<file path="src/rtl/stopwatch_pkg.sv">
// Shared types, ASCII constants and command decoding for the stopwatch controller.
package stopwatch_pkg;

  typedef enum logic [1:0] {CMD_NONE, CMD_TOGGLE, CMD_CLEAR, CMD_REPORT} cmd_t;
  typedef enum logic {IDLE, SEND} rpt_state_t;

  localparam logic [7:0] CHAR_COLON = 8'h3A;
  localparam logic [7:0] CHAR_DOT   = 8'h2E;
  localparam logic [7:0] CHAR_CR    = 8'h0D;
  localparam logic [7:0] CHAR_LF    = 8'h0A;
  localparam logic [7:0] CHAR_ZERO  = 8'h30;

  function automatic logic [7:0] ascii_digit(input logic [3:0] d);
    return CHAR_ZERO + {4'd0, d};
  endfunction

  // Lower-case letters are folded onto upper case only when allowed.
  function automatic cmd_t decode_cmd(input logic [7:0] b, input bit lower_ok);
    logic [7:0] c;
    c = (lower_ok && b >= 8'h61 && b <= 8'h7A) ? (b & 8'hDF) : b;
    case (c)
      8'h53:   return CMD_TOGGLE;  // 'S'
      8'h52:   return CMD_CLEAR;   // 'R'
      8'h54,
      8'h4C:   return CMD_REPORT;  // 'T', 'L'
      default: return CMD_NONE;
    endcase
  endfunction

endpackage

</file>
<file path="src/rtl/bin2bcd99.sv">
// Combinational 0..99 binary to two-digit BCD via compare/subtract.
module bin2bcd99 (
  input  logic [6:0] i_bin,
  output logic [3:0] o_tens,
  output logic [3:0] o_ones
);

  // NOTE: every output gets a default before the loop so no latch is inferred.
  always_comb begin
    o_tens = 4'd0;
    o_ones = i_bin[3:0];
    for (int t = 1; t <= 9; t++) begin
      if (i_bin >= 7'(10 * t)) begin
        o_tens = 4'(t);
        o_ones = 4'(i_bin - 7'(10 * t));
      end
    end
  end

endmodule

</file>
<file path="src/rtl/stopwatch_ctrl.sv">
// Merges button and UART commands into stopwatch strobes and streams the
// snapshotted time as ASCII "HH:MM:SS.cc" over a ready/valid TX port.
module stopwatch_ctrl
  import stopwatch_pkg::*;
#(
  parameter bit TX_CRLF  = 1'b1,
  parameter bit LOWER_OK = 1'b1
) (
  input  logic       clk,
  input  logic       reset,
  input  logic       btn_start,
  input  logic       btn_lap,
  input  logic       rx_valid,
  input  logic [7:0] rx_data,
  input  logic [5:0] hours,
  input  logic [5:0] minutes,
  input  logic [5:0] seconds,
  input  logic [6:0] milliseconds,
  output logic       sw_start,
  output logic [1:0] sw_sel,
  output logic       sw_clear,
  output logic       running,
  output logic       tx_valid,
  output logic [7:0] tx_data,
  input  logic       tx_ready,
  output logic       busy,
  output logic       overrun
);

  localparam logic [3:0] LAST_IDX = TX_CRLF ? 4'd12 : 4'd10;

  cmd_t       w_rx_cmd;
  logic       w_clear, w_toggle, w_report;
  rpt_state_t r_state, w_next_state;
  logic       w_start_rpt, w_last_hs, w_hs, w_drop;
  logic       r_sw_start, r_sw_clear, r_running, r_overrun, r_pending;
  logic [1:0] r_sw_sel;
  logic [3:0] r_idx;
  logic [5:0] r_snap_h, r_snap_m, r_snap_s;
  logic [6:0] r_snap_c;
  logic [3:0] w_h1, w_h0, w_m1, w_m0, w_s1, w_s0, w_c1, w_c0;
  logic [7:0] w_byte;

  // Clear beats toggle; report requests are independent of both.
  assign w_rx_cmd = rx_valid ? decode_cmd(rx_data, LOWER_OK) : CMD_NONE;
  assign w_clear  = (w_rx_cmd == CMD_CLEAR);
  assign w_toggle = (btn_start || w_rx_cmd == CMD_TOGGLE) && !w_clear;
  assign w_report = btn_lap || (w_rx_cmd == CMD_REPORT);

  // NOTE: sequential state uses non-blocking assignments so every flop samples pre-edge values.
  always_ff @(posedge clk or posedge reset) begin
    if (reset) begin
      r_sw_start <= 1'b0;
      r_sw_sel   <= 2'd3;
      r_sw_clear <= 1'b0;
      r_running  <= 1'b0;
    end else begin
      r_sw_start <= w_toggle;
      r_sw_sel   <= w_toggle ? 2'd0 : 2'd3;
      r_sw_clear <= w_clear;
      if (w_clear)       r_running <= 1'b0;
      else if (w_toggle) r_running <= ~r_running;
    end
  end

  always_ff @(posedge clk or posedge reset) begin
    if (reset) r_state <= IDLE;
    else       r_state <= w_next_state;
  end

  always_comb begin
    w_next_state = r_state;
    w_start_rpt  = 1'b0;
    w_last_hs    = 1'b0;
    case (r_state)
      IDLE: if (w_report || r_pending) begin
        w_next_state = SEND;
        w_start_rpt  = 1'b1;
      end
      SEND: if (tx_ready && r_idx == LAST_IDX) begin
        w_next_state = IDLE;
        w_last_hs    = 1'b1;
      end
      default: w_next_state = IDLE;
    endcase
  end

  assign w_hs   = (r_state == SEND) && tx_ready;
  assign w_drop = (r_state == SEND) && w_report && r_pending;

  always_ff @(posedge clk or posedge reset) begin
    if (reset) begin
      r_idx     <= 4'd0;
      r_pending <= 1'b0;
      r_overrun <= 1'b0;
    end else begin
      if (w_start_rpt) begin
        r_idx     <= 4'd0;
        r_pending <= r_pending && w_report;
      end else if (r_state == SEND) begin
        if (w_hs && !w_last_hs) r_idx <= r_idx + 4'd1;
        if (w_report)           r_pending <= 1'b1;
      end
      if (w_clear)     r_overrun <= 1'b0;
      else if (w_drop) r_overrun <= 1'b1;
    end
  end

  // NOTE: snapshot registers carry no reset; they are always loaded before being read.
  always_ff @(posedge clk) begin
    if (w_start_rpt) begin
      r_snap_h <= hours;
      r_snap_m <= minutes;
      r_snap_s <= seconds;
      r_snap_c <= milliseconds;
    end
  end

  bin2bcd99 u_bcd_h (.i_bin({1'b0, r_snap_h}), .o_tens(w_h1), .o_ones(w_h0));
  bin2bcd99 u_bcd_m (.i_bin({1'b0, r_snap_m}), .o_tens(w_m1), .o_ones(w_m0));
  bin2bcd99 u_bcd_s (.i_bin({1'b0, r_snap_s}), .o_tens(w_s1), .o_ones(w_s0));
  bin2bcd99 u_bcd_c (.i_bin(r_snap_c),         .o_tens(w_c1), .o_ones(w_c0));

  always_comb begin
    w_byte = 8'h00;
    case (r_idx)
      4'd0:    w_byte = ascii_digit(w_h1);
      4'd1:    w_byte = ascii_digit(w_h0);
      4'd2:    w_byte = CHAR_COLON;
      4'd3:    w_byte = ascii_digit(w_m1);
      4'd4:    w_byte = ascii_digit(w_m0);
      4'd5:    w_byte = CHAR_COLON;
      4'd6:    w_byte = ascii_digit(w_s1);
      4'd7:    w_byte = ascii_digit(w_s0);
      4'd8:    w_byte = CHAR_DOT;
      4'd9:    w_byte = ascii_digit(w_c1);
      4'd10:   w_byte = ascii_digit(w_c0);
      4'd11:   w_byte = CHAR_CR;
      4'd12:   w_byte = CHAR_LF;
      default: w_byte = 8'h00;
    endcase
  end

  assign sw_start = r_sw_start;
  assign sw_sel   = r_sw_sel;
  assign sw_clear = r_sw_clear;
  assign running  = r_running;
  assign overrun  = r_overrun;
  assign tx_valid = (r_state == SEND);
  assign busy     = (r_state != IDLE);
  assign tx_data  = (r_state == SEND) ? w_byte : 8'h00;

endmodule

</file>
<file path="config.mk">
export PLATFORM = sky130hd
export DESIGN_NAME = stopwatch_ctrl
export DESIGN_NICKNAME = d
export VERILOG_FILES = /design/src/rtl/stopwatch_pkg.sv /design/src/rtl/bin2bcd99.sv /design/src/rtl/stopwatch_ctrl.sv
export SDC_FILE = /design/constraint.sdc
export NUM_CORES = 1
export LEC_CHECK = 0
export CAP_MARGIN = 10
export CORE_ASPECT_RATIO = 0.9
export CORE_MARGIN = 2
export CORE_UTILIZATION = 45
export DETAILED_ROUTE_END_ITERATION = 12
export MAX_ROUTING_LAYER = met4
export PLACE_DENSITY = 0.74
export SYNTH_ARGS = -nofsm -noshare
export SYNTH_HDL_FRONTEND = slang
export SYNTH_SLANG_ARGS = --single-unit
</file>
<file path="constraint.sdc">
create_clock -name clk -period 2.59 [get_ports clk]
set_input_delay 0.518 -clock clk [delete_from_list [all_inputs] [get_ports clk]]
set_output_delay 0.518 -clock clk [all_outputs]
set_load 0.02 [all_outputs]
</file>
# --- Word-level counts from Yosys, hierarchy flattened ---
# Index checks and enable logic that the tools add are counted.
classes:
  n_mul: 0
  n_reduce_logical: 23
  bitwise: 2
  addsub: 45
  n_lt_le_gt_ge: 38
  shifts: 0
  mux: 94
  n_eq_ne: 19
  div: 0
op_table:
  columns: ["operator", "count"]
  rows:
  - ["two-way mux 4 bit", 47]
  - ["case mux 7 bit (12 select lines)", 1]
  - ["subtractor 4 bit (second input constant)", 20]
  - [">= comparator 6 x 7 -> 1 bit (second input constant)", 9]
  - ["adder 6 x 4 -> 7 bit (first input constant)", 8]
  - [">= comparator 6 bit (second input constant)", 9]
  - ["two-way mux 3 bit", 16]
  - [">= comparator 6 x 5 -> 1 bit (second input constant)", 6]
  - ["equality test 8 x 7 -> 1 bit (second input constant)", 4]
  - ["subtractor 4 x 3 -> 4 bit (second input constant)", 8]
  - [">= comparator 7 x 6 -> 1 bit (second input constant)", 3]
  - [">= comparator 7 bit (second input constant)", 3]
  - ["equality test 4 bit (second input constant)", 5]
  - ["two-way mux 2 bit", 10]
  - [">= comparator 6 x 4 -> 1 bit (second input constant)", 3]
  - ["equality test 4 x 3 -> 1 bit (second input constant)", 4]
  - ["two-way mux 1 bit", 16]
  - ["subtractor 4 x 1 -> 4 bit (second input constant)", 4]
  - ["subtractor 4 x 2 -> 4 bit (second input constant)", 4]
  - [">= comparator 7 x 5 -> 1 bit (second input constant)", 2]
  - ["nonzero test 2 bit", 5]
  - ["equality test 4 x 2 -> 1 bit (second input constant)", 2]
  - [">= comparator 8 x 7 -> 1 bit (second input constant)", 1]
  - ["less-or-equal comparator 8 x 7 -> 1 bit (second input constant)", 1]
  - ["16 further kinds", 30]
totals:
  in_bits: 39
  reg_bits: 37
  mem_count: 0
  elab_cells: 233
  latchBits: 0
  romBits: 0
  ram_bits: 0

# --- Depth between registers and ports, before layout ---
# Gate-level depths: netlist of the first run.
logic_depth:
  ltp_word: 14
  depth_mapped: 10
  depth_no_buf: 9

# --- Cells and area by module ---
# From an unflattened synthesis of the first run, not the netlist that was laid out.
hier_totals:
  hier_cells: 499
  area_unflattened_um2: 4230.3
modules_own_cells:
  columns: ["mod", "area_per_inst_um2", "n_inst", "cells_each"]
  rows:
  - ["bin2bcd99", 620.6, 4, 88]
  - ["stopwatch_ctrl", 1747.9, 1, 147]

# --- Worst setup path before layout of the first run ---
# OpenSTA, ideal clock, no wires.
synth_timing:
  path_type: "register to output"
  from: "reg r_snap_h[2]"
  to: "out tx_data[2]"
  path_buffers: 1
  required_time_ns: 2.072
  stages_incl_launch_ff: 9
  arrival_time_ns: 2.357
  setup_slack_ns: -0.285
  path_cell_list: "edfxtp_1 ha_1 buf_2 a2111oi_2 a211o_1 a21oi_2 a2111oi_1 nor4_1 a31oi_1"
synth_between:
  elab_chain_len: 13
  word_cells_on_any_way: 40
  cone_classes: "11 x add/sub; 9 x order compare; 20 x mux"
synth_rtl:
  columns: ["item", "line_no", "text"]
  rows:
  - ["from (decl)", "stopwatch_ctrl.sv:39", "logic [5:0] r_snap_h, r_snap_m, r_snap_s;"]
  - ["from (signal assigned)", "stopwatch_ctrl.sv:112", "r_snap_h <= hours;"]
  - [">= comparator 6 x 4 -> 1 bit or subtractor 4 bit (tied branches)", "bin2bcd99.sv:13, bin2bcd99.sv:15", null]
  - ["two-way mux 4 bit or two-way mux 1 bit (tied branches)", "bin2bcd99.sv:13", "if (i_bin >= 7'(10 * t)) begin"]
  - ["two-way mux 4 bit or two-way mux 2 bit (tied branches) (2 in a row)", "bin2bcd99.sv:13", null]
  - ["two-way mux 4 bit or two-way mux 3 bit (tied branches) (4 in a row)", "bin2bcd99.sv:13", null]
  - ["two-way mux 4 bit (2 in a row)", "bin2bcd99.sv:13", null]
  - ["adder 6 x 4 -> 7 bit", "stopwatch_pkg.sv:14", "return CHAR_ZERO + {4'd0, d};"]
  - ["case mux 7 bit (12 select lines) *", "stopwatch_ctrl.sv:126", "case (r_idx)"]
  - ["two-way mux 8 bit *", "stopwatch_ctrl.sv:151", "assign tx_data = (r_state == SEND) ? w_byte : 8'h00;"]
  - ["to (decl)", "stopwatch_ctrl.sv:24", "output logic [7:0] tx_data,"]
# Every way passes the cells marked *; elsewhere a longest branch is shown, timed or not.

# --- Worst setup path after layout of the first run ---
layout_timing:
  from: "reg r_snap_c[2]"
  to: "out tx_data[1]"
layout_between:
  elab_chain_len: 13
  word_cells_on_any_way: 31
  cone_classes: "2 x add/sub; 9 x order compare; 20 x mux"
layout_rtl:
  columns: ["item", "line_no", "text"]
  rows:
  - ["from (decl)", "stopwatch_ctrl.sv:40", "logic [6:0] r_snap_c;"]
  - ["from (signal assigned)", "stopwatch_ctrl.sv:115", "r_snap_c <= milliseconds;"]
  - [">= comparator 7 x 4 -> 1 bit", "bin2bcd99.sv:13", null]
  - ["two-way mux 4 bit or two-way mux 1 bit (tied branches)", "bin2bcd99.sv:13", null]
  - ["two-way mux 4 bit or two-way mux 2 bit (tied branches) (2 in a row)", "bin2bcd99.sv:13", null]
  - ["two-way mux 4 bit or two-way mux 3 bit (tied branches) (4 in a row)", "bin2bcd99.sv:13", null]
  - ["two-way mux 4 bit (2 in a row)", "bin2bcd99.sv:13", null]
  - ["adder 6 x 4 -> 7 bit", "stopwatch_pkg.sv:14", null]
  - ["case mux 7 bit (12 select lines) *", "stopwatch_ctrl.sv:126", null]
  - ["two-way mux 8 bit *", "stopwatch_ctrl.sv:151", null]
# Marks and branches as above.

==> impl_metrics.json, run 1 <==
{
  "p_total_w": 0.00552,
  "grt_usage": 0.280,
  "layout_worst_path_cycle_share": 1.24,
  "drtIter0Drc": 214,
  "diodes": 0,
  "cts_root_buffer": "clkbuf_8",
  "synth.top_cell.area_share": 0.217,
  "grt_overflow_total": 0,
  "critPathKind": "register to output port",
  "die_x_um": 96.4,
  "synth_largest_area_cell": "edfxtp_1",
  "die_y_um": 87.2,
  "worst_path_max_delay_cell": "edfxtp_1",
  "gp_congestion": 0.928,
  "drive_gt1_frac": 0.401,
  "crit_arrival_ns": 2.69,
  "outcome": "finished with violations",
  "swShare": 0.441,
  "slowest_delay_ns": 0.49,
  "maxSlewViolCount": 0,
  "ys.flop_type": "edfxtp_1",
  "hold_class": "input port to asynchronous set/reset pin",
  "wl_mm": 11.3,
  "design.core.area_um2": 7510,
  "rsz0062_at_grt": "yes",
  "required_ns": 2.07,
  "final_cell_mix": "143 x buf_4, 45 x clkdlybuf4s50_1, 34 x nand2_1, 30 x nor2_1, 28 x a21oi_1",
  "pre_cts_ws_ns": -0.903,
  "ant_nets": 0,
  "num_vias": 3892,
  "wire_per_inst_um": 16.6,
  "areaGrowthSynthToFinish_pct": 61.9,
  "num-nets-final": 658,
  "r2r_end": "r_idx[3]",
  "layout_setup_ws_ns": -0.621,
  "portBuffers": 51,
  "drc": 0,
  "seqPwrFrac": 0.178,
  "synth.area.top_cells": "edfxtp_1 22%, ha_1 12%, dfrtp_1 7.2%",
  "stdcell_area_um2": 5600,
  "violations": "setup timing",
  "num_rows": 30,
  "timing.fmax_mhz": 311,
  "finClkSkew_ns": 0.00250,
  "fin_crit_ns": 3.21,
  "design.die.area_um2": 8410,
  "ys.warnings.count": 0,
  "p_int_w": 0.00309,
  "cp_common_cell": "buf_4",
  "place_area_um2": 5090,
  "dp_hpwl_mm": 8.22,
  "endpoint_kind": "output port",
  "critPathMaxFanout": 5,
  "synth_edf_count": 25,
  "clock-sinks": 36,
  "crit_path_cell_trace": "ha_1, nor3b_1, o31ai_1, buf_4, and3_1, a211oi_2, buf_4, o311a_1, a31oi_4, buf_6",
  "async_reset_ff_frac": 0.306,
  "syn_avg_cell_area_um2": 8.55,
  "power_frac_comb": 0.730,
  "cp-start-kind": "register",
  "irDropWorstVdd_mv": 0.612,
  "path_buf_inv": 3,
  "reg2reg_slack_ns": 0.77,
  "clk_latency_ns": 0.29,
  "grt_start_max_net_pins": 31,
  "cap_violations": 0,
  "rr_startpoint": "r_idx[0]",
  "grt_pass1_wl_mm": 18.0,
  "path_clk_slew_ns": 0.08,
  "instances_no_fill": 682,
  "routed_via_density": 5.71,
  "crit_family": "compound AO/OA/AOI/OAI gates",
  "io_pins": 55,
  "layout_commonest_cell": "buf_4",
  "p_leak_nw": 2.33,
  "grt_antenna_before_repair": 0,
  "hold_viol_final": 0,
  "cts_made_buffers": 5,
  "netlist_area_um2": 3460,
  "ys_seq_area_frac": 0.297,
  "placed_cells": 656,
  "ys_ff_latch": 36,
  "r2r.worst_path.cells": 7,
  "clockPowerShare": 0.091,
  "synthCells": 405,
  "p_switching_w": 0.00243,
  "yosysUniqueCellTypes": 75,
  "cts_buffer_depth": 2,
  "cts_tree": "built",
  "drt_first_pass_iters": 5,
  "finalSetupViolCount": 4,
  "htree_levels": 2,
  "grt_pass1_vias": 3831,
  "powerDensity_nw_per_um2": 986,
  "start_util": 0.461,
  "cts_hold_buf": 0
}
logic make-up (layout without fill, tap and decap cells):
logic type / after synthesis / after routing / share of synthesized area
other: 1 / 2 / 0.00108
and+or+nand+nor: 126 / 126 / 0.187
xor gates and xnor gates: 13 / 13 / 0.0329
muxes: 5 / 5 / 0.0148
adders and majority gates: 34 / 34 / 0.123
DFF: 36 / 36 / 0.297
AOI/OAI and AO/OA: 138 / 138 / 0.277
buffers and inverters: 52 / 232 / 0.0672
worst max-delay path by stage:
stage | from | to | slack [ns] | depth (start not counted)
floorplan | r_snap_s[2] | tx_data[2] | -0.07 | 8
global placement | r_snap_m[2] | tx_data[2] | -0.91 | 8
detailed placement | r_snap_m[2] | tx_data[2] | -0.90 | 8
CTS | r_snap_h[2] | tx_data[1] | -0.65 | 11
global route | r_snap_m[2] | tx_data[3] | -0.78 | 10
finish | r_snap_c[2] | tx_data[1] | -0.62 | 10
per-layer routing:
metal,share of wire,GRT usage
met1,0.44,0.351
met2,0.49,0.461
met3,0.059,0.0502
met4,0.018,0.0883
met5,0,-
cell type report:
| type | instances | area (µm²) |
|---|---|---|
| clock buffers | 6 | 72.6 |
| clock inverters | 2 | 35.0 |
| fillers | 525 | 1900 |
| inverters | 29 | 109 |
| multi-input cells | 318 | 2640 |
| flip-flops and latches | 36 | 1030 |
| well taps | 96 | 120 |
| repair buffers | 195 | 1600 |
synthesized netlist by cell type (3+ instances only):
library cell / count
ha_1: 34
buf_4: 4
o31ai_1: 4
a21oi_1: 35
clkbuf_1: 10
nor4_1: 3
inv_2: 3
mux2i_1: 4
a221oi_1: 4
nor3_1: 7
dfrtp_1: 10
a311oi_1: 5
nand4_1: 6
xnor2_1: 8
a211oi_1: 6
nand2b_1: 3
o21ai_1: 4
edfxtp_1: 25
nor2_1: 31
nor2b_1: 8
buf_2: 6
nand3_1: 6
xor2_1: 5
nand3b_1: 3
a211o_1: 4
o211ai_1: 4
o21a_1: 5
o21ai_0: 21
nand2_1: 34
a22oi_1: 3
and3_1: 7
a31oi_1: 12
inv_1: 26
per-stage QoR:
step,utilization,setup TNS [ns],hold slack [ns]
3_3_place_gp,0.679,-2.91,0.481
3_5_place_dp,0.679,-2.91,0.500
6_report,0.747,-2.27,0.512
5_1_grt,0.747,-2.80,0.540
2_1_floorplan,-,-0.0936,0.370
4_1_cts,0.723,-2.30,0.523
sequential cells by signal, indices dropped and copies added (netlist names):
signal,cells
r_pending,1
busy,1
r_snap_s,6
overrun,1
r_idx,4
sw_clear,1
sw_sel,1
r_snap_h,6
r_snap_m,6
sw_start,1
running,1
r_snap_c,7
power groups by stage:
stage / registers, W / clock network (W) / logic, W
final: 0.000984 / 0.000505 / 0.00403
after floorplan: 0.000966 / 0 / 0.00193
after detailed placement: 0.000984 / 0 / 0.00351
after global routing: 0.00100 / 0.000544 / 0.00434
after CTS: 0.000975 / 0.000520 / 0.00376
after global placement: 0.000974 / 0 / 0.00346
what timing repair did:
action,in CTS,in global routing
endpoints found under the setup margin,6,6
resized for setup,59,26
pin swaps,21,27
setup buffers,10,9
No activity file was read; power rests on OpenSTA's default activity.
==> run 2, diff against run 1 <==
CELL_PAD_IN_SITES_DETAIL_PLACEMENT = 0   (was not set)
CELL_PAD_IN_SITES_GLOBAL_PLACEMENT = 1   (was not set)
CORE_UTILIZATION = 37   (was 45)
PLACE_DENSITY = 0.79   (was 0.74)
SLEW_MARGIN = 5   (was not set)
==> run 2 against run 1 <==
The run still ends with setup timing left; setup slack got worse by 0.062 ns; register-to-register slack gained 0.05 ns; combinational power about the same; utilization shrank 12 points; first-iteration DRC count shrank 23%; global-route usage is 6.1 points lower; hold slack got worse by 0.0080 ns; die area up 21%; cell count rose by 5.0%; critical path type unchanged; largest power group unchanged; highest routed layer unchanged.
==> impl_metrics.json, run 2 (same netlist as run 1, synthesis figures left out) <==
{
  "outcome": "finished with violations",
  "violations": "setup timing",
  "die_y_um": 95.8,
  "clk_latency_ns": 0.30,
  "critPathMaxFanout": 4,
  "crit_path_cell_trace": "buf_6, ha_4, nor4bb_4, a211o_4, buf_6, buf_4, a21oi_2, nor3_2, a2111oi_4, nor4_4, a31oi_2, buf_4",
  "diodes": 0,
  "fin_hold_ws_ns": 0.504,
  "p_switching_w": 0.00240,
  "layout_worst_path_cycle_share": 1.26,
  "setup_tns_ns": -2.48,
  "largest_register_ffs": 7,
  "drt_first_pass_iters": 4,
  "r2r_end": "r_idx[3]",
  "drive_gt1_frac": 0.404,
  "dp_hpwl_mm": 8.27,
  "design.die.area_um2": 10100,
  "p_int_w": 0.00306,
  "cts_tree": "built",
  "rsz0062_at_grt": "yes",
  "drtIter0Drc": 165,
  "p_leak_nw": 2.36,
  "r2r.worst_path.cells": 7,
  "crit_arrival_ns": 2.75,
  "worst_path_max_delay_cell": "edfxtp_1",
  "cts_made_buffers": 5,
  "cap_violations": 0,
  "timing.fmax_mhz": 306,
  "grt_antenna_before_repair": 0,
  "layout_commonest_cell": "buf_4",
  "die_x_um": 106,
  "num-nets-final": 666,
  "io_pins": 55,
  "routed_via_density": 5.29,
  "hold_viol_final": 0,
  "design.core.area_um2": 9080,
  "top_register": "r_snap_c",
  "portBuffers": 51,
  "fin_crit_ns": 3.27,
  "final_cell_mix": "145 x buf_4, 45 x clkdlybuf4s50_1, 33 x nand2_1, 28 x nor2_1, 26 x a21oi_1",
  "grt_start_max_net_pins": 31,
  "crit_family": "compound AO/OA/AOI/OAI gates",
  "gp_congestion": 0.967,
  "cts_hold_buf": 0,
  "clockPowerShare": 0.082,
  "seqPwrFrac": 0.177,
  "grt_overflow_total": 0,
  "irDropWorstVdd_mv": 0.528,
  "path_buf_inv": 4,
  "grt_usage": 0.219,
  "required_ns": 2.07,
  "finClkSkew_ns": 0.00965,
  "cts_buffer_depth": 2,
  "critPathKind": "register to output port",
  "grt_pass1_wl_mm": 17.6,
  "power_frac_comb": 0.741,
  "areaGrowthSynthToFinish_pct": 65.1,
  "ant_nets": 0,
  "slowest_delay_ns": 0.46,
  "grt_pass1_vias": 3759,
  "layout_setup_ws_ns": -0.683,
  "start_util": 0.381,
  "hold_class": "input port to asynchronous set/reset pin",
  "powerDensity_nw_per_um2": 957,
  "num_rows": 33,
  "rr_startpoint": "r_idx[0]",
  "finalSetupViolCount": 4,
  "swShare": 0.440,
  "clock-sinks": 36,
  "wire_per_inst_um": 15.3,
  "cts_root_buffer": "clkbuf_8",
  "drc": 0,
  "wl_mm": 11.0,
  "cp-start-kind": "register",
  "reg2reg_slack_ns": 0.82,
  "path_clk_slew_ns": 0.09,
  "htree_levels": 2,
  "num_vias": 3790,
  "endpoint_kind": "output port",
  "maxSlewViolCount": 0
}
==> run 2: cell types whose count changed in the layout (fill, tap and decap cells not counted), sizes merged <==
| cell | before | now |
|---|---|---|
| buf | 150 | 158 |
| inv | 29 | 31 |
| bufinv | 1 | 0 |
| clkinv | 1 | 0 |
==> run 2: layout make-up <==
cell class	count	area, µm²
Clock buffer	6	82.6
Clock inverter	2	12.5
Timing Repair Buffer	203	1680
Multi-Input combinational cell	318	2640
Sequential cell	36	1030
Tap cell	122	153
Fill cell	772	3370
Inverter	29	116
==> run 2: how the worst max path moves through the flow <==
stage | cells after the start | slack [ns] | to | start
floorplan | 8 | -0.07 | tx_data[2] | r_snap_s[2]
CTS | 12 | -0.63 | tx_data[3] | r_snap_h[2]
finish | 12 | -0.68 | tx_data[2] | r_snap_h[2]
global placement | 8 | -0.82 | tx_data[2] | r_snap_m[2]
detailed placement | 8 | -0.88 | tx_data[2] | r_snap_m[2]
global route | 12 | -0.76 | tx_data[1] | r_snap_h[2]
==> run 2: metrics by stage <==
stage                      util  total power, W  std cells  area [µm²]  worst slack (ns)
after floorplan               -         0.00290        406        3640           -0.0662
after CTS                 0.606         0.00524        708        5510            -0.633
after global routing      0.629         0.00585        716        5710            -0.765
after global placement    0.571         0.00452        690        5190            -0.824
final                     0.629         0.00547        716        5710            -0.683
after detailed placement  0.571         0.00455        690        5190            -0.883
==> run 2: what timing repair did <==
item,in CTS,in global routing
gates resized for setup,60,32
pin swaps,24,18
setup endpoints to repair,6,5
setup buffers,11,10
==> run 2: worst reg2reg max path: stages (launching register included) <==
cell and delay [ns]:
dfrtp_1 0.41, inv_1 0.08, ha_1 0.22, buf_4 0.16, a31oi_1 0.37, nand4_1 0.18
xor2_1 0.19, nor2_1 0.05
==> run 2: layer usage <==
layer | vias up | global-route usage | part of all wire
li1 | 1878 | - | -
met1 | 1800 | 0.275 | 0.46
met2 | 100 | 0.378 | 0.49
met3 | 12 | 0.0318 | 0.041
met4 | 0 | 0.0537 | 0.012
met5 | - | - | 0
==> run 2: power by group through the flow <==
stage,logic (W),clock network [W],registers [W]
floorplan,0.00193,0,0.000966
global placement,0.00355,0,0.000968
detailed placement,0.00357,0,0.000980
CTS,0.00382,0.000461,0.000964
global route,0.00438,0.000482,0.000993
finish,0.00405,0.000449,0.000967
